`config.mk`:
```
export PLATFORM = sky130hd
export DESIGN_NAME = branch_redirect_ctrl
export DESIGN_NICKNAME = d
export VERILOG_FILES = /design/src/rtl/branch_redirect_ctrl_pkg.sv /design/src/rtl/branch_redirect_ctrl_branch_unit.sv /design/src/rtl/branch_redirect_ctrl.sv
export SDC_FILE = /design/constraint.sdc
export NUM_CORES = 1
export LEC_CHECK = 0
export CORE_MARGIN = 4
export CORE_UTILIZATION = 35
export DETAILED_ROUTE_END_ITERATION = 16
export HOLD_SLACK_MARGIN = 0.1
export SYNTH_ARGS = -nofsm -noshare
export SYNTH_HDL_FRONTEND = slang
export SYNTH_SLANG_ARGS = --single-unit
```
`constraint.sdc`:
```
create_clock -name i_clk -period 5.7 [get_ports i_clk]
set_input_delay 1.425 -clock i_clk [delete_from_list [all_inputs] [get_ports i_clk]]
set_output_delay 1.425 -clock i_clk [all_outputs]
set_load 0.01 [all_outputs]
```
`src/rtl/branch_redirect_ctrl_pkg.sv`:
```
// Shared definitions for the execute-stage branch logic: operand width,
// BRANCH_* opcode encodings and the redirect controller state encoding.
package branch_redirect_ctrl_pkg;

    localparam int BR_DATA_WIDTH = 32;

    localparam logic [2:0] BRANCH_BEQ      = 3'd0;
    localparam logic [2:0] BRANCH_BNE      = 3'd1;
    localparam logic [2:0] BRANCH_JAL_JALR = 3'd2;
    localparam logic [2:0] BRANCH_BLT      = 3'd4;
    localparam logic [2:0] BRANCH_BGE      = 3'd5;
    localparam logic [2:0] BRANCH_BLTU     = 3'd6;
    localparam logic [2:0] BRANCH_BGEU     = 3'd7;

    typedef enum logic [1:0] {
        IDLE     = 2'd0,
        REDIRECT = 2'd1,
        TRAP     = 2'd2
    } redirect_state_e;

    // RV32I without compressed instructions needs 4-byte aligned targets.
    function automatic logic target_aligned(input logic [1:0] low_bits);
        return (low_bits == 2'b00);
    endfunction

endpackage

```
`src/rtl/branch_redirect_ctrl_branch_unit.sv`:
```
// Branch comparator: decides whether the EX-stage branch/jump is taken.
// Output is forced low unless the enable (valid branch) is asserted.
module branch_unit
    import branch_redirect_ctrl_pkg::*;
#(
    parameter int DATA_WIDTH = BR_DATA_WIDTH
) (
    input  logic                  i_en,
    input  logic [2:0]            i_branch_op,
    input  logic [DATA_WIDTH-1:0] i_a,
    input  logic [DATA_WIDTH-1:0] i_b,
    output logic                  o_take
);

    logic cond_s;

    // Evaluate the branch condition for the requested opcode.
    always_comb begin
        cond_s = 1'b0;
        case (i_branch_op)
            BRANCH_BEQ:      cond_s = (i_a == i_b);
            BRANCH_BNE:      cond_s = (i_a != i_b);
            BRANCH_BLT:      cond_s = ($signed(i_a) <  $signed(i_b));
            BRANCH_BGE:      cond_s = ($signed(i_a) >= $signed(i_b));
            BRANCH_BLTU:     cond_s = (i_a <  i_b);
            BRANCH_BGEU:     cond_s = (i_a >= i_b);
            BRANCH_JAL_JALR: cond_s = 1'b1;
            default:         cond_s = 1'b0;
        endcase
    end

    assign o_take = i_en & cond_s;

endmodule

```
`src/rtl/branch_redirect_ctrl.sv`:
```
// Execute-stage branch resolution: computes the target, issues a PC redirect
// (valid/ready) or a misaligned-target trap, and counts resolved/taken branches.
module branch_redirect_ctrl
    import branch_redirect_ctrl_pkg::*;
#(
    parameter int DATA_WIDTH = BR_DATA_WIDTH,
    parameter int CNT_WIDTH  = 32
) (
    input  logic                  i_clk,
    input  logic                  i_rst,
    input  logic                  i_ex_valid,
    input  logic                  i_branch,
    input  logic [2:0]            i_branch_op,
    input  logic                  i_jalr,
    input  logic [DATA_WIDTH-1:0] i_rs1,
    input  logic [DATA_WIDTH-1:0] i_rs2,
    input  logic [DATA_WIDTH-1:0] i_pc,
    input  logic [DATA_WIDTH-1:0] i_imm,
    input  logic                  i_redirect_ready,
    output logic                  o_redirect_valid,
    output logic [DATA_WIDTH-1:0] o_redirect_pc,
    output logic                  o_flush,
    output logic                  o_ex_stall,
    output logic                  o_trap,
    output logic [DATA_WIDTH-1:0] o_trap_tval,
    output logic [CNT_WIDTH-1:0]  o_br_count,
    output logic [CNT_WIDTH-1:0]  o_taken_count
);

    localparam logic [CNT_WIDTH-1:0] CNT_ONE = {{(CNT_WIDTH-1){1'b0}}, 1'b1};

    redirect_state_e       state_r;
    redirect_state_e       state_next_s;
    logic                  take_s;
    logic                  event_s;
    logic                  redirect_load_s;
    logic                  trap_load_s;
    logic [DATA_WIDTH-1:0] sum_s;
    logic [DATA_WIDTH-1:0] target_s;
    logic [DATA_WIDTH-1:0] redirect_pc_r;
    logic [DATA_WIDTH-1:0] trap_tval_r;
    logic [CNT_WIDTH-1:0]  br_cnt_r;
    logic [CNT_WIDTH-1:0]  taken_cnt_r;

    branch_unit #(
        .DATA_WIDTH (DATA_WIDTH)
    ) u_branch_unit (
        .i_en        (i_branch & i_ex_valid),
        .i_branch_op (i_branch_op),
        .i_a         (i_rs1),
        .i_b         (i_rs2),
        .o_take      (take_s)
    );

    // JALR clears bit 0 of rs1+imm; other branches/JAL are PC-relative.
    assign sum_s    = (i_jalr ? i_rs1 : i_pc) + i_imm;
    assign target_s = i_jalr ? {sum_s[DATA_WIDTH-1:1], 1'b0} : sum_s;

    // Events only count in IDLE; anything offered while busy is ignored.
    assign event_s         = (state_r == IDLE) & i_ex_valid & i_branch;
    assign redirect_load_s = event_s & take_s & target_aligned(target_s[1:0]);
    assign trap_load_s     = event_s & take_s & ~target_aligned(target_s[1:0]);

    // Next-state selection for the redirect/trap sequencer.
    always_comb begin
        state_next_s = state_r;
        case (state_r)
            IDLE: begin
                if (redirect_load_s) begin
                    state_next_s = REDIRECT;
                end else if (trap_load_s) begin
                    state_next_s = TRAP;
                end else begin
                    state_next_s = IDLE;
                end
            end
            REDIRECT: begin
                if (i_redirect_ready) begin
                    state_next_s = IDLE;
                end else begin
                    state_next_s = REDIRECT;
                end
            end
            TRAP:    state_next_s = IDLE;
            default: state_next_s = IDLE;
        endcase
    end

    // State register; reset drops any pending redirect or trap at once.
    always_ff @(posedge i_clk or posedge i_rst) begin
        if (i_rst) begin
            state_r <= IDLE;
        end else begin
            state_r <= state_next_s;
        end
    end

    // Target capture: held stable for the whole redirect handshake.
    always_ff @(posedge i_clk or posedge i_rst) begin
        if (i_rst) begin
            redirect_pc_r <= '0;
            trap_tval_r   <= '0;
        end else begin
            if (redirect_load_s) begin
                redirect_pc_r <= target_s;
            end
            if (trap_load_s) begin
                trap_tval_r <= target_s;
            end
        end
    end

    // Performance counters, wrapping modulo 2^CNT_WIDTH.
    always_ff @(posedge i_clk or posedge i_rst) begin
        if (i_rst) begin
            br_cnt_r    <= '0;
            taken_cnt_r <= '0;
        end else begin
            if (event_s) begin
                br_cnt_r <= br_cnt_r + CNT_ONE;
            end
            if (redirect_load_s) begin
                taken_cnt_r <= taken_cnt_r + CNT_ONE;
            end
        end
    end

    assign o_redirect_valid = (state_r == REDIRECT);
    assign o_ex_stall       = (state_r == REDIRECT);
    assign o_trap           = (state_r == TRAP);
    assign o_flush          = (state_r == REDIRECT) | (state_r == TRAP);
    assign o_redirect_pc    = redirect_pc_r;
    assign o_trap_tval      = trap_tval_r;
    assign o_br_count       = br_cnt_r;
    assign o_taken_count    = taken_cnt_r;

endmodule

```
==> reports/qor.yml, run 1 <==
fp.dieW_um: 160
multi_input_area_um2: 4490
dieArea_um2: 25400
seq_area_um2: 3250
clock.fmax_ghz: 0.216
vias_per_cell: 5.00
cts.sinks: 130
p_per_area_nw_per_um2: 337
synthFlopType: "dfrtp_1"
numCtsBuffers: 17
gp_congestion: 0.815
start_util_pct: 35.5
postCtsHoldBufs: 0
layout_common_cells: "clkdlybuf4s50_1 (267), dfrtp_1 (130), nand2_1 (121)"
cts_htree_levels: 4
core-area_um2: 22600
clk_latency_ps: 410
hp-class: "flop to flop"
finalHoldViolCount: 0
synth_edf_count: 0
drtAntennaViolNets: 0
cts_tree: "built"
area_growth_pct: 45.6
grt_max_degree: 105
final_nets: 1303
vias: 6969
crit_fanout: 25
drive_gt1_share_pct: 10.2
port_buffers: 268
cts.reportedPaths.clkPinSlew_ps: 60
path_cells: "buf_2 -> buf_4 -> mux2_2 -> ha_1 -> a21oi_1 -> o21ai_0 -> o41a_1 -> a21bo_2 -> a22oi_1 -> a21o_1 -> o21ai_0 -> a21oi_1 -> xnor2_1 -> mux2_1"
critPathLaunchType: "input port"
hpwl_um: 19300
critPathRequiredTime_ps: 5990
ctsResizeCount: 0
p_total_mw: 3.95
synth_nets: 1027
firstDrtPassIters: 4
arrival_ps: 4920
synth_cell_types: 56
fin_setup_tns_ps: 0
antenna_cells: 0
ys.warnings.count: 0
endpoint_kind: "flop"
die_height_um: 160
rsz0062_at_grt: "false"
status: "finished clean"
relSlewSlack_pct: 35.8
netlist_area_um2: 8040
final_common_cell: "clkdlybuf4s50_1"
ir_worst_vdd_v: 0.000176
clk_path_buf_depth: 2
fillCellCount: 2108
antenna_found_initial: 2
grt_usage_pct: 19.0
grt_pass1_vias: 7146
syn_area_per_cell_um2: 9.79
ys_seq_area_share_pct: 40.5
worst_slack_ps: 1070
grt.overflow.total: 0
critPathSlowestCell: "buf_4"
synthArstFlopShare_pct: 100
io_pins: 269
post-route-drc-count: 0
post_cts_buffers: 0
drt_wl_total_um: 24400
root_buffer: "clkbuf_16"
p_leak_nw: 5.21
syn_inst: 821
wl_per_cell_um: 17.5
grt_pass1_wl_um: 38600
drt_iter0_drc: 226
critPathKind: "input port to flop"
min_period_ps: 4630
slowest_delay_ps: 410
period_share_pct: 81.2
worst_pin_slew_ps: 963
finClkSkew_ps: 12.7
setup_viol: 0
fp-row-count: 55
final-max-slew-violation-count: 0
ys_ff_latch: 130
maxCapViolCount: 0
holdWs_ps: 463
pre_cts_ws_ps: 594
## where the power goes
group / internal, mW / switching [mW]
Combinational: 0.775 / 0.628
Clock: 0.785 / 0.434
Sequential: 1.17 / 0.159
## final cells by class
cell class	count	area share, %
Multi-Input combinational cell	621	38.3
Sequential cell	130	27.8
Timing Repair Buffer	277	23.6
Clock buffer	22	4.14
Tap cell	285	3.05
Inverter	50	1.65
Clock inverter	10	1.44
## worst paths after layout
check                                       from           endpoint  slack [ps]  cells past startpoint
max in group asynchronous                  i_rst      o_br_count[0]        3110                      3
min in group asynchronous                  i_rst     o_br_count[24]        1620                      2
worst min-delay path            o_redirect_pc[6]   o_redirect_pc[6]         460                      2
worst min register to register  o_redirect_pc[6]   o_redirect_pc[6]         460                      2
worst max register to register  o_taken_count[6]  o_taken_count[31]        2950                     10
worst max-delay path                      i_jalr    o_trap_tval[29]        1070                     14
## sequential cells by signal (all words and copies together) (netlist names)
signal,flops
o_trap_tval,32
state_r,2
o_taken_count,32
o_br_count,32
o_redirect_pc,32
## synth_stat cells (all sizes together), types with 2 or more instances
cell,n,area [um^2]
inv,50,188
a22oi,2,15.0
nand3,33,165
nor4,2,18.8
mux2i,3,30.0
o21a,2,15.0
o211ai,3,22.5
o21ai,28,140
a211oi,3,22.5
o21bai,3,22.5
nand4,31,206
o31ai,2,15.0
o21ba,2,20.0
a31oi,3,18.8
a21o,13,97.6
nor3,13,80.1
nand2b,7,43.8
mux2,62,698
xnor2,74,648
ha,68,851
nand2,121,454
clkbuf,6,22.5
and4,7,61.3
a21oi,46,230
dfrtp,130,3250
nor2,35,139
and3,17,108
nor2b,4,25.0
buf,14,96.3
and2,3,18.8
xor2,18,158
or2,2,12.5
## stage by stage
| step | std cells | utilization (%) | area (um^2) |
|---|---|---|---|
| final | 1395 | 51.7 | 11700 |
| after global routing | 1395 | 51.7 | 11700 |
| after CTS | 1395 | 51.7 | 11700 |
| after detailed placement | 1363 | 48.8 | 11000 |
| after global placement | 1363 | 48.8 | 11000 |
| after floorplan | 821 | - | 8040 |
## logic make-up after synthesis
logic type      Yosys count  share of synthesized area, %
simple gates            278                          16.8
xor+xnor                 92                          10.0
fa+ha+maj                69                          10.8
flops                   130                          40.5
mux                      65                          9.06
compound gates          117                          8.94
buf+inv                  70                          3.81
## routing by layer
metal  up-vias  wire (um)  global-route usage [%]
met5         -         27                       0
met4         4        531                    5.72
met3        30       1920                    6.50
met2       224      11200                    31.1
met1      3293      10600                    23.9
li1       3418          -                       -
## worst max-delay path, delay by kind of cell
| kind | cells | cell delay (ps) |
|---|---|---|
| fa+ha+maj | 1 | 350 |
| buf+inv | 2 | 670 |
| compound gates | 8 | 1660 |
| mux | 2 | 690 |
| xor+xnor | 1 | 100 |
(Power assumes the default switching activity.)
==> run 2: changes to the inputs <==
- PLACE_DENSITY: not set -> 0.66
- clock period: 5.7 -> 3.7 ns (I/O delays scaled with it)
==> reports/qor.yml, run 2 (synthesis gave the netlist of run 1 again) <==
path_buf_inv: 5
met2_length_um: 11900
relSlewSlack_pct: 34.2
grt_pass1_wl_um: 39500
critPathRequiredTime_ps: 3990
area_growth_pct: 60.0
grt_usage_pct: 19.0
fillCellCount: 1953
drt_iter0_drc: 270
endpoint_kind: "flop"
cts.reportedPaths.clkPinSlew_ps: 60
vias: 7295
drive_gt1_share_pct: 20.7
cts_tree: "built"
dp.cells: 1459
root_buffer: "clkbuf_16"
clk_path_buf_depth: 2
antenna_cells: 0
firstDrtPassIters: 4
min_period_ps: 3660
post-route-drc-count: 0
r2r_slack_ps: 970
seq_area_um2: 3250
period_share_pct: 98.9
slowest_delay_ps: 460
grt.overflow.total: 0
wl_per_cell_um: 16.5
port_buffers: 268
p_total_mw: 6.17
finalHoldViolCount: 0
clockPowerShare_pct: 28.4
p_leak_nw: 5.81
critPathKind: "input port to flop"
finClkSkew_ps: 7.50
ir_worst_vdd_v: 0.000286
wl_met3_um: 1780
antenna_found_initial: 1
fp-row-count: 55
layout_common_cells: "clkdlybuf4s50_1 (264), dfrtp_1 (130), nand2_1 (121)"
clock.fmax_ghz: 0.273
cts_htree_levels: 4
fp.dieW_um: 160
p_switching_mw: 1.95
critPathSlowestCell: "clkdlybuf4s50_1"
vias_per_cell: 4.87
core-area_um2: 22600
setup_viol: 0
final_nets: 1407
crit_fanout: 6
cts.sinks: 130
worst_pin_slew_ps: 983
drt-met1-wl_um: 10700
maxCapViolCount: 0
grt_pass1_vias: 7637
gp_congestion: 0.829
grt_max_degree: 59
final_common_cell: "clkdlybuf4s50_1"
clk_latency_ps: 410
top_layer: "met5"
p_per_area_nw_per_um2: 480
final-max-slew-violation-count: 0
die_height_um: 160
hp-class: "flop to flop"
rsz0062_at_grt: "true"
numCtsBuffers: 17
drtAntennaViolNets: 0
final_cells: 1498
critPathLaunchType: "input port"
power_frac_comb_pct: 38.1
start_util_pct: 35.5
drt_wl_total_um: 24700
cell_internal_pwr_mw: 4.22
sequentialPowerShare_pct: 33.5
arrival_ps: 3950
dieArea_um2: 25400
path_cells: "clkdlybuf4s50_1 -> inv_1 -> ha_1 -> nor2b_1 -> o211ai_1 -> a2111oi_2 -> o31a_4 -> nor2_4 -> mux2i_2 -> nand4_4 -> nor2_4 -> buf_12 -> buf_12 -> buf_16 -> nand3_1 -> xnor2_1"
status: "finished clean"
postCtsHoldBufs: 0
io_pins: 269
switching_share_pct: 31.6
cp_top_family: "buffers and inverters"
hpwl_um: 19800
multi_input_area_um2: 4760
==> run 2: changes by cell type in the layout (fill, tap and decap cells not counted), moves of 3 or more <==
cell and change:
clkinv_4 +4, a21oi_1 -6, o21ai_0 -4, o21ai_2 +4, buf_4 +93, a21oi_2 +5
mux2_4 +3, ha_4 +7, mux2_2 -3, clkbuf_8 -4, clkdlybuf4s50_1 -3, ha_1 -7
buf_12 +8
==> run 2: path summary, 6_finish.rpt <==
path                                      to               from  cells past startpoint
setup / recovery           o_taken_count[10]           i_rs2[1]                     16
hold / removal             o_taken_count[31]  o_taken_count[31]                      1
setup reg to reg           o_taken_count[31]   o_taken_count[6]                     10
hold reg to reg            o_taken_count[31]  o_taken_count[31]                      1
max in group asynchronous    o_trap_tval[26]              i_rst                      3
min in group asynchronous     o_br_count[12]              i_rst                      2
==> run 2: per-stage QoR <==
| step | setup TNS, ps | hold WS, ps | cell area (um^2) | util (%) | setup WS [ps] |
|---|---|---|---|---|---|
| 2_1_floorplan | 0 | 504 | 8160 | - | 28.8 |
| 3_3_place_gp | -62350 | 461 | 11900 | 52.6 | -698 |
| 3_5_place_dp | -58190 | 462 | 11900 | 52.6 | -653 |
| 4_1_cts | 0 | 477 | 12600 | 55.8 | 4.90 |
| 5_1_grt | -711 | 499 | 12900 | 56.8 | -69.3 |
| 6_report | 0 | 473 | 12900 | 56.8 | 42.3 |
==> run 2: repair_timing <==
item,in CTS,in global routing
setup endpoints to repair,95,94
buffers inserted,3,4
gates resized for setup,16,32
gates cloned,1,1
pin swaps,13,23
==> run 2: power groups by stage <==
stage | logic, mW | registers, mW | clock network, mW
2_1_floorplan | 0.803 | 2.21 | 0
3_3_place_gp | 2.27 | 2.09 | 0
3_5_place_dp | 2.31 | 2.08 | 0
4_1_cts | 2.34 | 2.07 | 1.78
5_1_grt | 2.57 | 2.12 | 1.84
6_report | 2.35 | 2.06 | 1.75
==> run 2: worst register-to-register path: stages (launching register included) <==
cell	delay [ps]
dfrtp_1	440
and4_1	260
and3_1	220
and3_1	270
and4_1	280
and3_1	200
and3_2	220
and4_1	250
and3_1	200
nand4_1	110
xnor2_1	170
==> run 2: area by class of cell <==
type | instances | share of cell area [%]
Clock buffer | 17 | 3.31
Timing Repair Buffer | 381 | 28.7
Tap cell | 285 | 2.77
Inverter | 50 | 1.49
Multi-Input combinational cell | 621 | 37.1
Sequential cell | 130 | 25.3
Clock inverter | 14 | 1.40
==> run 2: routing by layer <==
metal | GRT usage, % | vias to the layer above
met2 | 32.2 | 232
met1 | 23.7 | 3412
li1 | - | 3626
met3 | 6.21 | 23
met5 | 0 | -
met4 | 4.18 | 2
